## config.mk

```make
export PLATFORM = sky130hd
export DESIGN_NAME = spi_core
export DESIGN_NICKNAME = d
export VERILOG_FILES = /design/src/rtl/spi_core.sv
export SDC_FILE = /design/constraint.sdc
export NUM_CORES = 1
export LEC_CHECK = 0
export CAP_MARGIN = 0
export CORE_AREA = 2 2 100 174
export DETAILED_ROUTE_END_ITERATION = 10
export DIE_AREA = 0 0 102 176
export SYNTH_ARGS = -nofsm -noshare
export SYNTH_HDL_FRONTEND = slang
export SYNTH_SLANG_ARGS = --single-unit
```

## constraint.sdc

```tcl
create_clock -name clk -period 5.1 [get_ports clk]
set_clock_uncertainty 0.2 [all_clocks]
set_input_delay 1.275 -clock clk [delete_from_list [all_inputs] [get_ports clk]]
set_output_delay 1.275 -clock clk [all_outputs]
set_load 0.01 [all_outputs]
```

## src/rtl/spi_core.sv

```systemverilog
// Byte-oriented SPI master for I/O slot 1.
// Supports CPOL/CPHA modes 0..3 and a programmable SCLK half-period of DVSR+1 clk cycles.
//
// Ports:
//   clk, reset             system clock, asynchronous active-low reset
//   cs, read, write        slot select and read/write strobes from the I/O controller
//   addr, wr_data          register address and write data
//   rd_data                read data lane (addr 0: {23'b0, ready, rx_data})
//   miso                   serial input from the slave
//   sclk, mosi, ss_n       registered serial clock, serial output, software slave select
module spi_core #(
  parameter logic [15:0] DVSR_RST = 16'd199
) (
  input  logic        clk,
  input  logic        reset,
  input  logic        cs,
  input  logic        read,
  input  logic        write,
  input  logic [4:0]  addr,
  input  logic [31:0] wr_data,
  output logic [31:0] rd_data,
  input  logic        miso,
  output logic        sclk,
  output logic        mosi,
  output logic        ss_n
);

  typedef enum logic [1:0] {StIdle, StDelay, StP0, StP1} state_e;

  state_e      state_q, state_d;
  logic [15:0] dvsr_q, dvsr_d;
  logic        cpol_q, cpol_d;
  logic        cpha_q, cpha_d;
  // Working copies, frozen for the duration of a transfer.
  logic [15:0] w_dvsr_q, w_dvsr_d;
  logic        w_cpol_q, w_cpol_d;
  logic        w_cpha_q, w_cpha_d;
  logic        ss_n_q, ss_n_d;
  logic        sclk_q, sclk_d;
  logic        mosi_q, mosi_d;
  logic [7:0]  tx_sreg_q, tx_sreg_d;
  logic [7:0]  rx_sreg_q, rx_sreg_d;
  logic [7:0]  rx_data_q, rx_data_d;
  logic [2:0]  bit_cnt_q, bit_cnt_d;
  logic [15:0] cnt_q, cnt_d;

  logic wr_en, start, last, pclk, ready;
  logic unused_wr_data;

  assign unused_wr_data = ^wr_data[31:18];

  assign wr_en = cs & write;
  assign ready = (state_q == StIdle);
  assign start = wr_en && (addr == 5'd3) && ready;
  assign last  = (cnt_q == w_dvsr_q);
  assign pclk  = w_cpha_q ? (state_q == StP0) : (state_q == StP1);

  always_comb begin
    state_d   = state_q;
    dvsr_d    = dvsr_q;
    cpol_d    = cpol_q;
    cpha_d    = cpha_q;
    w_dvsr_d  = w_dvsr_q;
    w_cpol_d  = w_cpol_q;
    w_cpha_d  = w_cpha_q;
    ss_n_d    = ss_n_q;
    mosi_d    = mosi_q;
    tx_sreg_d = tx_sreg_q;
    rx_sreg_d = rx_sreg_q;
    rx_data_d = rx_data_q;
    bit_cnt_d = bit_cnt_q;
    cnt_d     = cnt_q;
    sclk_d    = pclk ^ w_cpol_q;

    if (wr_en && addr == 5'd1) begin
      ss_n_d = wr_data[0];
    end
    if (wr_en && addr == 5'd2) begin
      dvsr_d = wr_data[15:0];
      cpol_d = wr_data[16];
      cpha_d = wr_data[17];
    end

    if (state_q != StIdle) begin
      cnt_d = last ? 16'd0 : cnt_q + 16'd1;
    end

    unique case (state_q)
      StIdle: begin
        // Track the programmed settings while idle so sclk rests at the current cpol.
        w_dvsr_d = dvsr_q;
        w_cpol_d = cpol_q;
        w_cpha_d = cpha_q;
        if (start) begin
          tx_sreg_d = wr_data[7:0];
          mosi_d    = wr_data[7];
          bit_cnt_d = 3'd0;
          cnt_d     = 16'd0;
          state_d   = cpha_q ? StDelay : StP0;
        end
      end
      StDelay: begin
        if (last) state_d = StP0;
      end
      StP0: begin
        if (last) begin
          rx_sreg_d = {rx_sreg_q[6:0], miso};
          state_d   = StP1;
        end
      end
      StP1: begin
        if (last) begin
          if (bit_cnt_q == 3'd7) begin
            rx_data_d = rx_sreg_q;
            state_d   = StIdle;
          end else begin
            bit_cnt_d = bit_cnt_q + 3'd1;
            tx_sreg_d = {tx_sreg_q[6:0], 1'b0};
            mosi_d    = tx_sreg_q[6];
            state_d   = StP0;
          end
        end
      end
      default: state_d = StIdle;
    endcase
  end

  always_ff @(posedge clk or negedge reset) begin
    if (!reset) begin
      state_q   <= StIdle;
      dvsr_q    <= DVSR_RST;
      cpol_q    <= 1'b0;
      cpha_q    <= 1'b0;
      w_dvsr_q  <= DVSR_RST;
      w_cpol_q  <= 1'b0;
      w_cpha_q  <= 1'b0;
      ss_n_q    <= 1'b1;
      sclk_q    <= 1'b0;
      mosi_q    <= 1'b0;
      tx_sreg_q <= 8'd0;
      rx_sreg_q <= 8'd0;
      rx_data_q <= 8'd0;
      bit_cnt_q <= 3'd0;
      cnt_q     <= 16'd0;
    end else begin
      state_q   <= state_d;
      dvsr_q    <= dvsr_d;
      cpol_q    <= cpol_d;
      cpha_q    <= cpha_d;
      w_dvsr_q  <= w_dvsr_d;
      w_cpol_q  <= w_cpol_d;
      w_cpha_q  <= w_cpha_d;
      ss_n_q    <= ss_n_d;
      sclk_q    <= sclk_d;
      mosi_q    <= mosi_d;
      tx_sreg_q <= tx_sreg_d;
      rx_sreg_q <= rx_sreg_d;
      rx_data_q <= rx_data_d;
      bit_cnt_q <= bit_cnt_d;
      cnt_q     <= cnt_d;
    end
  end

  always_comb begin
    rd_data = 32'd0;
    if (cs && read && addr == 5'd0) begin
      rd_data = {23'd0, ready, rx_data_q};
    end
  end

  assign sclk = sclk_q;
  assign mosi = mosi_q;
  assign ss_n = ss_n_q;

endmodule
```

==> results of run 1 <==
-- power by group --
part / internal [W] / switching (W)
Combinational: 0.0000382 / 0.0000334
Clock: 0.000398 / 0.000275
Sequential: 0.000683 / 0.0000112
Total: 0.00112 / 0.000319
-- stage by stage --
step / total power [W] / util, %
detailed placement: 0.000779 / 28.0
finish: 0.00144 / 29.9
global placement: 0.000777 / 28.0
CTS: 0.00145 / 29.9
global route: 0.00149 / 29.9
floorplan: 0.000746 / -
-- critical path, cell delays in order --
cell	delay [ps]
clkdlybuf4s50_1	440
nor4_1	320
and3_1	400
and2_1	180
clkdlybuf4s50_1	540
-- cell families (layout without fill, tap and decap cells) --
group	count (synthesis)	count (layout)	synth area share, %
flops	83	83	51.3
buf+inv	45	63	6.30
xor+xnor	20	20	4.30
mux	58	58	15.8
fa+ha+maj	3	3	0.921
other cells	1	23	0.0920
compound gates	28	28	4.91
simple gates	136	136	16.4
-- worst max-delay path by stage --
stage,start,to,cells after the start,slack (ps)
3_5_place_dp,addr[0],rd_data[0],5,470
2_1_floorplan,addr[0],rd_data[0],4,1540
6_report,addr[0],rd_data[1],5,470
4_1_cts,addr[0],rd_data[1],5,460
3_3_place_gp,addr[0],rd_data[1],5,500
5_1_grt,addr[0],rd_data[8],5,330
-- sequential cells by signal, summed over array words and instances, names as in the netlist --
signal     cells
tx_sreg_q      7
sclk           1
rx_sreg_q      8
cpol_q         1
dvsr_q        16
bit_cnt_q      3
cpha_q         1
state_q        2
w_cpol_q       1
rx_data_q      8
w_cpha_q       1
cnt_q         16
w_dvsr_q      16
mosi           1
ss_n           1
-- final cells by class --
| cell class | count | share of cell area [%] |
|---|---|---|
| Clock buffer | 10 | 4.86 |
| Clock inverter | 6 | 1.48 |
| Inverter | 6 | 0.458 |
| Multi-Input combinational cell | 268 | 36.8 |
| Sequential cell | 83 | 42.5 |
| Tap cell | 224 | 5.70 |
| Timing Repair Buffer | 41 | 8.24 |
-- routing by layer --
layer  up-vias  routed length, um  track usage [%]
li1       1312                  -                -
met1      1350               3250             10.7
met2        72               4510             18.0
met3        19                283             1.90
met4         0                298             5.72
met5         -                  0                0
-- Yosys cell counts, drive strengths merged (3+ instances only) --
cell type,instances,area share (%)
a31o,3,0.65
and2,10,1.5
a22o,3,0.65
o21ai,5,0.61
a21oi,5,0.61
buf,26,4.5
clkbuf,13,1.2
nor4,7,1.1
nor3,7,0.98
nor2,6,0.61
a31oi,8,1.2
dfrtp,72,44
nand3,16,2.0
and3,4,0.61
xnor2,3,0.65
nand2,70,6.4
mux2i,9,2.2
ha,3,0.92
nand3b,3,0.55
xor2,17,3.7
mux2,49,14
or2,3,0.46
inv,6,0.55
dfstp,11,7.1
nand4,4,0.77
==> run metrics, run 1 <==
largest net degree at the start of global routing=84; Leak=2.22 nW; via/cell ratio=4.32; Max clock buf depth=2; worst vdd ir=0.179 mV; status=finished clean; vias after detailed routing=2,753; final setup TNS=0 ps; HPWL after DPL=5.92 mm; Post-Syn Instances=374; CP Data Arrival Time=3150 ps; CTS Buf Count=9; Hold Path Sink=w_dvsr_q[1]; Reg area=2090 um^2; Avg Inst Size Synth=10.9 um^2; Worst-Margin Slew=1190 ps; CTS sink count=83; total gr overflow=0; Filler cells=1,745; asr flop ratio synth=100%; Worst setup SP type=input port; first-pass GRT wire length=14.1 mm; Place WS=475 ps; cell count after placement=622; minimum clock period=4630 ps; Worst Setup Slack, final=471 ps; max-cap viol count=0; number of global-route vias before repair=2,944; layout cells sized above 1=21.5%; PD cells=292 nW/um^2; Post-DRT Antenna Nets=0; Area after DPL=4610 um^2; ant diodes=0; Cell Area, Synth=4070 um^2; count of cell types in the netlist=41; number of buffers added on ports=40; Initial Util=24.8%; clock-pin slew on the worst setup and hold paths=60 ps; Wirelength per Cell=13.1 um; worst hold start=dvsr_q[1]; crit share post-route=90.8%; DRT Pass-1 Iters=6; post-CTS sizing=0; Seq/Total Area, Yosys=51.3%; RR Startpoint=cnt_q[5]; Rows=62; Worst-Skew Late Latency=340 ps; initial antenna violation count=0; drc violations=0; data required time of the critical path=3620 ps; IO Count=78; area delta synth->final=20.8%; Final Max Tran Viols=0; #FFs+latches synth=83; CP Max Fanout=9; Die Ht=176 um; Total Routing Usage GR=10.0%; Final Hold Violating Endpoints=0; Relative slew margins=20.7%; hold slack=254 ps; CP Capture Type=output port; hold path cells=2; Setup violations, final=0; YS warnings=0; kind of critical path=in -> out; area of the multi-input gates=1810 um^2; Worst R2R Path Depth=5; Hold-fix buffers, CTS=0; R2R Path End=rx_data_q[1]; DR iter-0 viols=142; hold crit path type=reg -> reg; post-route cell area=4920 um^2; Post-CTS Setup Bufs=0; CTS tree=built; leading cell type in the layout, fill and taps excluded=dfrtp_1; commonest cells after routing, fill and taps aside=72 x dfrtp_1, 70 x nand2_1, 49 x mux2_2; DIE AREA=18,000 um^2; fin cells=638; Main synth FF type=dfrtp_1; CORE AREA=16,400 um^2; EDFF count, synth=0; Fmax=216 MHz; RSZ-0062 raised after global routing=false; routability cong.=0.826; final wirelength=8.34 mm; worst reg-to-reg setup slack=1800 ps; chip width=102 um; H-Tree Depth=3; Root Buffer=clkbuf_16; fin nets=455
No activity file was read; power rests on OpenSTA's default activity.
==> run 2, diff against run 1 <==
Clock period 5.1 ns to 3.8 ns, I/O delays scaled along.
==> run 2 against run 1 <==
Compared with the run above:
- worst hold slack barely moved
- largest power group unchanged
- global-route usage shrank 0.076 points
- non-clock buffer count is 4 higher
- sequential share of layout area is essentially flat
- clock-buffer cell count fell by 1
- routed wire length up 0.30%
- die area stayed put
- cell count increased by 0.63%
- critical path depth rose by 1
- highest routed layer unchanged
- first-iteration DRC count up 110%
==> run metrics, run 2 (synthesis gave the netlist of run 1 again) <==
Relative slew margins=29.6%; total power=0.00186 W; H-Tree Depth=3; Root Buffer=clkbuf_16; slowest stage delay, CP=430 ps; chip width=102 um; CP max stage cell=clkdlybuf4s50_1; Final Max Tran Viols=0; fin cells=642; final wirelength=8.37 mm; Post-CTS Setup Bufs=0; Setup violations, final=0; Fmax=279 MHz; Hold-fix buffers, CTS=0; post-route cell area=4920 um^2; IO Count=78; via/cell ratio=4.35; Wirelength per Cell=13.0 um; max-cap viol count=0; Area after DPL=4640 um^2; commonest cells after routing, fill and taps aside=72 x dfrtp_1, 70 x nand2_1, 49 x mux2_2; Die Ht=176 um; Sw Ratio=23.5%; layout cells sized above 1=22.5%; Total Routing Usage GR=9.97%; clock-pin slew on the worst setup and hold paths=60 ps; Filler cells=1,746; Pint=0.00142 W; first-pass GRT wire length=14.2 mm; CP Capture Type=output port; crit-path cells=clkdlybuf4s50_1 -> nor4_2 -> and3_1 -> buf_4 -> and2_1 -> dlygate4sd2_1; DIE AREA=18,000 um^2; initial antenna violation count=0; Worst-Margin Slew=1060 ps; fin nets=459; status=finished clean; post-CTS sizing=10; ant diodes=0; net switching power=0.000436 W; minimum clock period=3590 ps; CTS sink count=83; DRT Pass-1 Iters=4; drc violations=0; Rows=62; Leak=2.27 nW; CTS tree=built; kind of critical path=in -> out; CP Data Arrival Time=2440 ps; Initial Util=24.8%; Seq pwr share=50.1%; total gr overflow=0; DR iter-0 viols=294; cell count after placement=626; number of global-route vias before repair=2,991; routability cong.=0.806; Worst-Skew Late Latency=340 ps; Max clock buf depth=2; CORE AREA=16,400 um^2; crit share post-route=94.4%; data required time of the critical path=2650 ps; leading cell type in the layout, fill and taps excluded=dfrtp_1; Regs by FF count=cnt_q (16), dvsr_q (16), w_dvsr_q (16); worst vdd ir=0.394 mV; HPWL after DPL=5.97 mm; area delta synth->final=20.7%; part of the power in combinational logic=5.2%; PD cells=378 nW/um^2; clock network fraction of total power=44.7%; post-layout util=29.9%; vias after detailed routing=2,792; RSZ-0062 raised after global routing=false; CP Max Fanout=9; number of buffers added on ports=40; hold crit path type=reg -> reg; CTS Buf Count=9; largest net degree at the start of global routing=84; Final Hold Violating Endpoints=0; Post-DRT Antenna Nets=0; Worst setup SP type=input port
run 2: cell count changes in the layout (fill, tap and decap cells not counted), sizes merged, moves of 2 or more:
cell           before  now
clkdlybuf4s50      39   30
buf                 2    6
dlygate4sd2         0    9
inv                 8   10
run 2: path summary, 6_finish.rpt:
path	from	endpoint	slack, ps	depth (start not counted)
setup / recovery	addr[4]	rd_data[1]	210	6
hold / removal	dvsr_q[1]	w_dvsr_q[1]	250	2
setup reg to reg	cnt_q[5]	rx_data_q[4]	870	6
hold reg to reg	dvsr_q[1]	w_dvsr_q[1]	250	2
max in group asynchronous	reset	tx_sreg_q[3]	2120	1
min in group asynchronous	reset	w_dvsr_q[8]	580	1
run 2: layer usage:
metal / GRT usage (%) / wire length (um) / vias up
met1: 11.1 / 3310 / 1379
met2: 17.6 / 4500 / 75
met3: 1.94 / 310 / 16
met5: 0 / 0 / -
li1: - / - / 1322
met4: 5.22 / 246 / 0
run 2: critical path, delay by kind of cell:
kind | cells | cell delay [ps]
buffers and inverters | 3 | 850
AND/OR/NAND/NOR | 3 | 640
run 2: power groups by stage:
stage	Sequential (W)	Clock [W]	Combinational, W
finish	0.000931	0.000830	0.0000962
CTS	0.000932	0.000852	0.0000982
floorplan	0.000944	0	0.0000579
global placement	0.000948	0	0.0000947
global route	0.000935	0.000887	0.000107
detailed placement	0.000948	0	0.0000975
run 2: cell type report:
cell class,instances,area (um^2),share of cell area (%)
inverter,6,22.5,0.458
timing repair buffer,45,424,8.63
clock buffer,9,225,4.58
clock inverter,7,57.6,1.17
tap,224,280,5.70
multi-input combinational,268,1820,36.9
sequential,83,2090,42.5
run 2: through the flow:
step | setup WS [ps] | setup TNS, ps | hold WS, ps
2_1_floorplan | 891 | 0 | 233
3_3_place_gp | -81.7 | -689 | 245
3_5_place_dp | -140 | -1220 | 245
4_1_cts | 189 | 0 | 256
5_1_grt | 108 | 0 | 274
6_report | 212 | 0 | 254
==> run 3, diff against run 2 <==
Settings changed: CTS_CLUSTER_SIZE set to 14.
==> results of run 3 <==
Final layout, timing and power as in run 2 (identical DEF).
